<file path="src/rtl/alu_arbiter_pkg.sv">
// Shared global operation encoding and command type for the ALU arbiter slice.
// Every 3-bit code is a legal operation.
package alu_arbiter_pkg;

  localparam logic [2:0] OP_ADD  = 3'd0;
  localparam logic [2:0] OP_SUB  = 3'd1;
  localparam logic [2:0] OP_INC  = 3'd2;
  localparam logic [2:0] OP_DEC  = 3'd3;
  localparam logic [2:0] OP_AND  = 3'd4;
  localparam logic [2:0] OP_OR   = 3'd5;
  localparam logic [2:0] OP_XOR  = 3'd6;
  localparam logic [2:0] OP_XNOR = 3'd7;

  typedef struct packed {
    logic [2:0] op;
    logic [7:0] a;
    logic [7:0] b;
  } alu_cmd_t;

  function automatic logic zero_flag(input logic [7:0] val);
    return (val == 8'h00);
  endfunction

endpackage

</file>
<file path="src/rtl/alu_arbiter_alu.sv">
// Combinational 8-bit ALU. Its carry output is NOT-borrow for sub/dec and 0 for logic ops.
module alu_arbiter_alu
  import alu_arbiter_pkg::*;
(
  input  logic [2:0] op_i,
  input  logic [7:0] a_i,
  input  logic [7:0] b_i,
  output logic [7:0] res_o,
  output logic       c_o,
  output logic       z_o
);

  logic [8:0] wide_s;

  // Operation decode; arithmetic ops are evaluated 9 bits wide to expose the carry
  always_comb begin
    wide_s = 9'd0;
    res_o  = 8'h00;
    c_o    = 1'b0;
    case (op_i)
      OP_ADD: begin
        wide_s = {1'b0, a_i} + {1'b0, b_i};
        res_o  = wide_s[7:0];
        c_o    = wide_s[8];
      end
      OP_SUB: begin
        wide_s = {1'b0, a_i} - {1'b0, b_i};
        res_o  = wide_s[7:0];
        c_o    = ~wide_s[8];
      end
      OP_INC: begin
        wide_s = {1'b0, a_i} + 9'd1;
        res_o  = wide_s[7:0];
        c_o    = wide_s[8];
      end
      OP_DEC: begin
        wide_s = {1'b0, a_i} - 9'd1;
        res_o  = wide_s[7:0];
        c_o    = ~wide_s[8];
      end
      OP_AND:  res_o = a_i & b_i;
      OP_OR:   res_o = a_i | b_i;
      OP_XOR:  res_o = a_i ^ b_i;
      OP_XNOR: res_o = ~(a_i ^ b_i);
      default: res_o = 8'h00;
    endcase
    z_o = zero_flag(res_o);
  end

endmodule

</file>
<file path="src/rtl/alu_arbiter.sv">
// Two-requester arbiter in front of a shared ALU (IDLE -> EXEC -> RESP).
// Define ALU_ARB_FIXED_PRIO_EN for fixed priority (req0 wins); the default is round-robin.
module alu_arbiter
  import alu_arbiter_pkg::*;
#(
  parameter int N_REQ = 2
) (
  input  logic       clk,
  input  logic       rst,
  input  logic       req0,
  input  logic       req1,
  input  logic [2:0] op0,
  input  logic [2:0] op1,
  input  logic [7:0] a0,
  input  logic [7:0] b0,
  input  logic [7:0] a1,
  input  logic [7:0] b1,
  output logic       gnt0,
  output logic       gnt1,
  output logic       rsp_valid0,
  output logic       rsp_valid1,
  output logic [7:0] result,
  output logic       flag_c,
  output logic       flag_z,
  output logic       busy
);

  localparam logic [1:0] S_IDLE = 2'd0;
  localparam logic [1:0] S_EXEC = 2'd1;
  localparam logic [1:0] S_RESP = 2'd2;

  logic [1:0]       state_q, state_d;
  alu_cmd_t         cmd_q, cmd_d;
  logic             who_q, who_d;
  logic [N_REQ-1:0] gnt_q, gnt_d;
  logic [N_REQ-1:0] rsp_q, rsp_d;
  logic [7:0]       result_q, result_d;
  logic             c_q, c_d, z_q, z_d;
  logic             win_s;
  logic [7:0]       alu_res_s;
  logic             alu_c_s, alu_z_s;

`ifdef ALU_ARB_FIXED_PRIO_EN
  assign win_s = ~req0;
`else
  // last_q == 1 means requester 1 was served last, so requester 0 is favoured
  logic last_q;

  assign win_s = req1 & (~req0 | ~last_q);

  // Round-robin pointer, moved only when a grant is issued
  always_ff @(posedge clk or posedge rst) begin
    if (rst) begin
      last_q <= 1'b1;
    end else if ((state_q == S_IDLE) && (req0 || req1)) begin
      last_q <= win_s;
    end else begin
      last_q <= last_q;
    end
  end
`endif

  alu_arbiter_alu u_alu (
    .op_i  (cmd_q.op),
    .a_i   (cmd_q.a),
    .b_i   (cmd_q.b),
    .res_o (alu_res_s),
    .c_o   (alu_c_s),
    .z_o   (alu_z_s)
  );

  // Next-state logic: gnt/rsp pulses default low and are set for one cycle only
  always_comb begin
    state_d  = state_q;
    cmd_d    = cmd_q;
    who_d    = who_q;
    gnt_d    = '0;
    rsp_d    = '0;
    result_d = result_q;
    c_d      = c_q;
    z_d      = z_q;
    case (state_q)
      S_IDLE: begin
        if (req0 || req1) begin
          who_d   = win_s;
          cmd_d   = win_s ? '{op: op1, a: a1, b: b1} : '{op: op0, a: a0, b: b0};
          gnt_d   = win_s ? 2'b10 : 2'b01;
          state_d = S_EXEC;
        end else begin
          state_d = S_IDLE;
        end
      end
      S_EXEC: begin
        result_d = alu_res_s;
        c_d      = alu_c_s;
        z_d      = alu_z_s;
        rsp_d    = who_q ? 2'b10 : 2'b01;
        state_d  = S_RESP;
      end
      S_RESP:  state_d = S_IDLE;
      default: state_d = S_IDLE;
    endcase
  end

  // State and output registers; reset aborts any in-flight operation
  always_ff @(posedge clk or posedge rst) begin
    if (rst) begin
      state_q  <= S_IDLE;
      cmd_q    <= '0;
      who_q    <= 1'b0;
      gnt_q    <= '0;
      rsp_q    <= '0;
      result_q <= 8'h00;
      c_q      <= 1'b0;
      z_q      <= 1'b0;
    end else begin
      state_q  <= state_d;
      cmd_q    <= cmd_d;
      who_q    <= who_d;
      gnt_q    <= gnt_d;
      rsp_q    <= rsp_d;
      result_q <= result_d;
      c_q      <= c_d;
      z_q      <= z_d;
    end
  end

  assign gnt0       = gnt_q[0];
  assign gnt1       = gnt_q[1];
  assign rsp_valid0 = rsp_q[0];
  assign rsp_valid1 = rsp_q[1];
  assign result     = result_q;
  assign flag_c     = c_q;
  assign flag_z     = z_q;
  assign busy       = (state_q != S_IDLE);

endmodule

</file>
<file path="config.mk">
export PLATFORM = sky130hd
export DESIGN_NAME = alu_arbiter
export DESIGN_NICKNAME = d
export VERILOG_FILES = /design/src/rtl/alu_arbiter_pkg.sv /design/src/rtl/alu_arbiter_alu.sv /design/src/rtl/alu_arbiter.sv
export SDC_FILE = /design/constraint.sdc
export NUM_CORES = 1
export LEC_CHECK = 0
export CAP_MARGIN = 20
export CORE_AREA = 2 2 97 99
export DETAILED_ROUTE_END_ITERATION = 7
export DIE_AREA = 0 0 99 101
export PLACE_DENSITY = 0.63
export SETUP_SLACK_MARGIN = 0.1
export SYNTH_ARGS = -nofsm -noshare
export SYNTH_HDL_FRONTEND = slang
export SYNTH_SLANG_ARGS = --single-unit
</file>
<file path="constraint.sdc">
create_clock -name clk -period 2.7 [get_ports clk]
set_input_delay 0.54 -clock clk [delete_from_list [all_inputs] [get_ports clk]]
set_output_delay 0.54 -clock clk [all_outputs]
set_load 0.01 [all_outputs]
</file>
==> results.toml <==
[cells_and_area]
stdcell_count = 538
num-fill-cells = 875
diodes = 0
drive_above_1_share = 0.1546
area_growth_pct = 31.35
nets = 496
final_core_util = 0.4496

[placement]
dpl_worst_slack_ns = 0.03585
io_buffers = 56
place_inst = 527
dp_hpwl_mm = 6.077
routabilityCongestion = 0.9904

[clock_network]
cts_buffers = 5
cts_tree = "done"
hold_buffers = 0
h-tree-depth = 2
cts.path.max_buffers = 2
path_clk_slew_ns = 0.08
cts_root_buffer = "clkbuf_8"
clkSinkCount = 37
clk_latency_ns = 0.30

[detailed_routing]
drt-initial-drc-count = 133
first_pass_iters = 4
routed_wl_mm = 7.668
ant_nets = 0
drc = 0
wl_per_cell_um = 14.25
vias = 2781
viasPerCell = 5.169

[synth]
synthCells = 358
async_flop_share = 1.000
yosysWarnings = 0
yosys.area.top_type_share = 0.2932
synth_cell_type_count = 62
synth_edf_count = 0
netlist_area_um2 = 3073
yosysSeqAreaShare = 0.3017
ys_seq_elements = 37
synth.avg_cell_area_um2 = 8.584
synthesis.nets = 428
synth_ff_type = "dfrtp_1"
synth_area_leader_cell = "dfrtp_1"
synth_top_cells_by_area = "dfrtp_1, ha_1, mux2i_1"

[floorplanning]
ioPinCount = 57
core_um2 = 8977
die-area_um2 = 9999
rows = 35
die_x_um = 99
initial_core_util = 0.3423
die_h_um = 101

[sta]
finalCritPeriodShare = 0.9335
tns_ns = 0
max_freq_mhz = 396.8
grt_setup_unrepaired = "true"
drv_slew = 0
timing.final.hold_violations = 0
fin_ws_ns = 0.1797
relSlewSlack = 0.5261
worst_pin_slew_ns = 0.7054
report.final.setup_viol = 0
period_needed_ns = 2.520
clock_skew_ns = 0.01483

[critical_path]
reg2reg_from = "cmd_q[8]"
worst_setup_path_start_kind = "flip-flop"
r2r-end = "result[6]"
crit_top_cell = "nor3_2"
crit_path_end_kind = "flip-flop"
crit_path_cell_trace = "inv_1 -> ha_1 -> fa_2 -> nor3_2 -> nor3_2 -> o31a_2 -> o32a_1 -> nor2_1 -> a221oi_2 -> mux2_2"
cpPeakStageDelay_ns = 0.38
regToRegSetupSlack_ns = 0.18
cp_data_arrival_time_ns = 2.71
crit_buf_inv = 1
crit_type = "reg2reg"
r2r_cells = 10
required_ns = 2.89
critPathTopFamily = "compound AO/OA/AOI/OAI gates"
slowest_stage = "dfrtp_1"
crit_fanout = 4

[grt]
grt_max_degree = 43
grt_pass1_wl_mm = 12.63
track_usage = 0.1542
grt.overflow.total = 0
grt_pass1_vias = 2706
antenna_found_initial = 0

[pwr]
p_comb_frac = 0.726
clkPwrFrac = 0.077
seqPwrFrac = 0.197
p_int_mw = 2.804
power_density_nw_per_um2 = 1326
swShare = 0.4762
max-vdd-ir-drop_v = 0.0004192
power_leakage_nw = 1.793
switchingPower_mw = 2.549

[hold_path]
min-delay-start = "who_q"
hp-class = "reg2reg"
min_path_cells = 1
min_to = "rsp_q[0]"

[job]
cap_violations = 0

[status]
status = "completed"
==> synth_stat cells, drive strengths merged, types with 2 or more instances <==
| library cell | number |
|---|---|
| nor2 | 21 |
| a221oi | 2 |
| inv | 28 |
| nor3 | 9 |
| a2bb2oi | 2 |
| o21ai | 40 |
| nand3b | 2 |
| o211ai | 5 |
| a211oi | 2 |
| o2111ai | 3 |
| ha | 26 |
| nand4 | 6 |
| o22ai | 2 |
| a21oi | 11 |
| or2 | 2 |
| mux2 | 5 |
| and2 | 3 |
| o21bai | 2 |
| a21o | 5 |
| nor2b | 2 |
| clkbuf | 10 |
| nand2 | 46 |
| nand2b | 6 |
| o221a | 2 |
| buf | 8 |
| o32ai | 2 |
| o31ai | 3 |
| xnor2 | 5 |
| mux2i | 29 |
| fa | 2 |
| and3 | 2 |
| dfrtp | 36 |
| o21ba | 2 |
| a22oi | 2 |
==> kinds of logic (layout without fill, tap and decap cells) <==
family | after synthesis | in the layout | synth area share
flip-flops | 37 | 37 | 0.3017
buffers and inverters | 46 | 115 | 0.05822
XOR/XNOR | 6 | 6 | 0.01710
AO/OA/AOI/OAI | 96 | 96 | 0.2081
multiplexers | 34 | 34 | 0.1140
AND/OR/NAND/NOR | 111 | 111 | 0.1820
adder cells (fa/ha/maj) | 28 | 28 | 0.1189
==> repair_timing <==
item | CTS | global route
endpoints found under the hold margin | 0 | 0
endpoints found under the setup margin | 3 | 4
buffers inserted | 1 | 2
pin swaps | 0 | 4
gates resized for setup | 3 | 14
==> metrics by stage <==
| stage | total power [mW] | hold WS [ns] | cell area (µm²) |
|---|---|---|---|
| floorplan | 3.534 | 0.4179 | 3073 |
| global placement | 4.625 | 0.4385 | 3856 |
| detailed placement | 4.701 | 0.4442 | 3856 |
| CTS | 5.157 | 0.4489 | 3965 |
| global route | 5.863 | 0.4808 | 4036 |
| finish | 5.353 | 0.4475 | 4036 |
==> how the worst max path moves through the flow <==
stage	startpoint	cells after the start	to
after floorplan	cmd_q[10]	9	flag_z
after global placement	cmd_q[1]	9	flag_z
after detailed placement	cmd_q[1]	9	flag_z
after CTS	cmd_q[1]	9	flag_z
after global routing	cmd_q[8]	11	flag_z
final	cmd_q[8]	10	result[6]
==> registers in the layout, indices dropped and copies added, names as in the netlist <==
| name | count |
|---|---|
| flag_c | 1 |
| cmd_q | 19 |
| result | 8 |
| gnt_q | 2 |
| last_q | 1 |
| rsp_q | 2 |
| flag_z | 1 |
| who_q | 1 |
| state_q | 2 |
==> metal layers <==
metal,GRT usage,wire length [µm]
met1,0.1895,3440
met2,0.2760,3708
met3,0.02497,368
met4,0.04847,151
met5,0,0
==> cells in the final DEF, fill, tap and decap left out, drive strengths merged, types with 3 or more instances in the layout <==
cell type       n
buf            23
o21ai          40
mux2i          29
clkbuf          7
ha             26
a21oi          11
nand2b          6
inv            28
mux2            5
o31ai           3
o2111ai         3
nand4           6
nor3            9
clkdlybuf4s50  56
and2            3
xnor2           5
o211ai          5
nor2           21
nand2          46
dfrtp          36
a21o            5
==> power groups by stage <==
| stage | logic (mW) | clock network, mW | registers, mW |
|---|---|---|---|
| after floorplan | 2.45 | 0 | 1.09 |
| after global placement | 3.56 | 0 | 1.07 |
| after CTS | 3.66 | 0.427 | 1.07 |
| after global routing | 4.32 | 0.441 | 1.10 |
| final | 3.88 | 0.413 | 1.06 |
| after detailed placement | 3.62 | 0 | 1.08 |
==> area by class of cell <==
cell class / instances / area (µm²) / area share
Tap cell: 111 / 138.9 / 0.03441
Timing Repair Buffer: 79 / 733.2 / 0.1816
Clock buffer: 7 / 86.33 / 0.02139
Inverter: 28 / 105.1 / 0.02604
Multi-Input combinational cell: 275 / 2037 / 0.5046
Sequential cell: 37 / 928.4 / 0.2300
Clock inverter: 1 / 7.507 / 0.001860
Note: power is estimated with default switching activity, not from simulation.
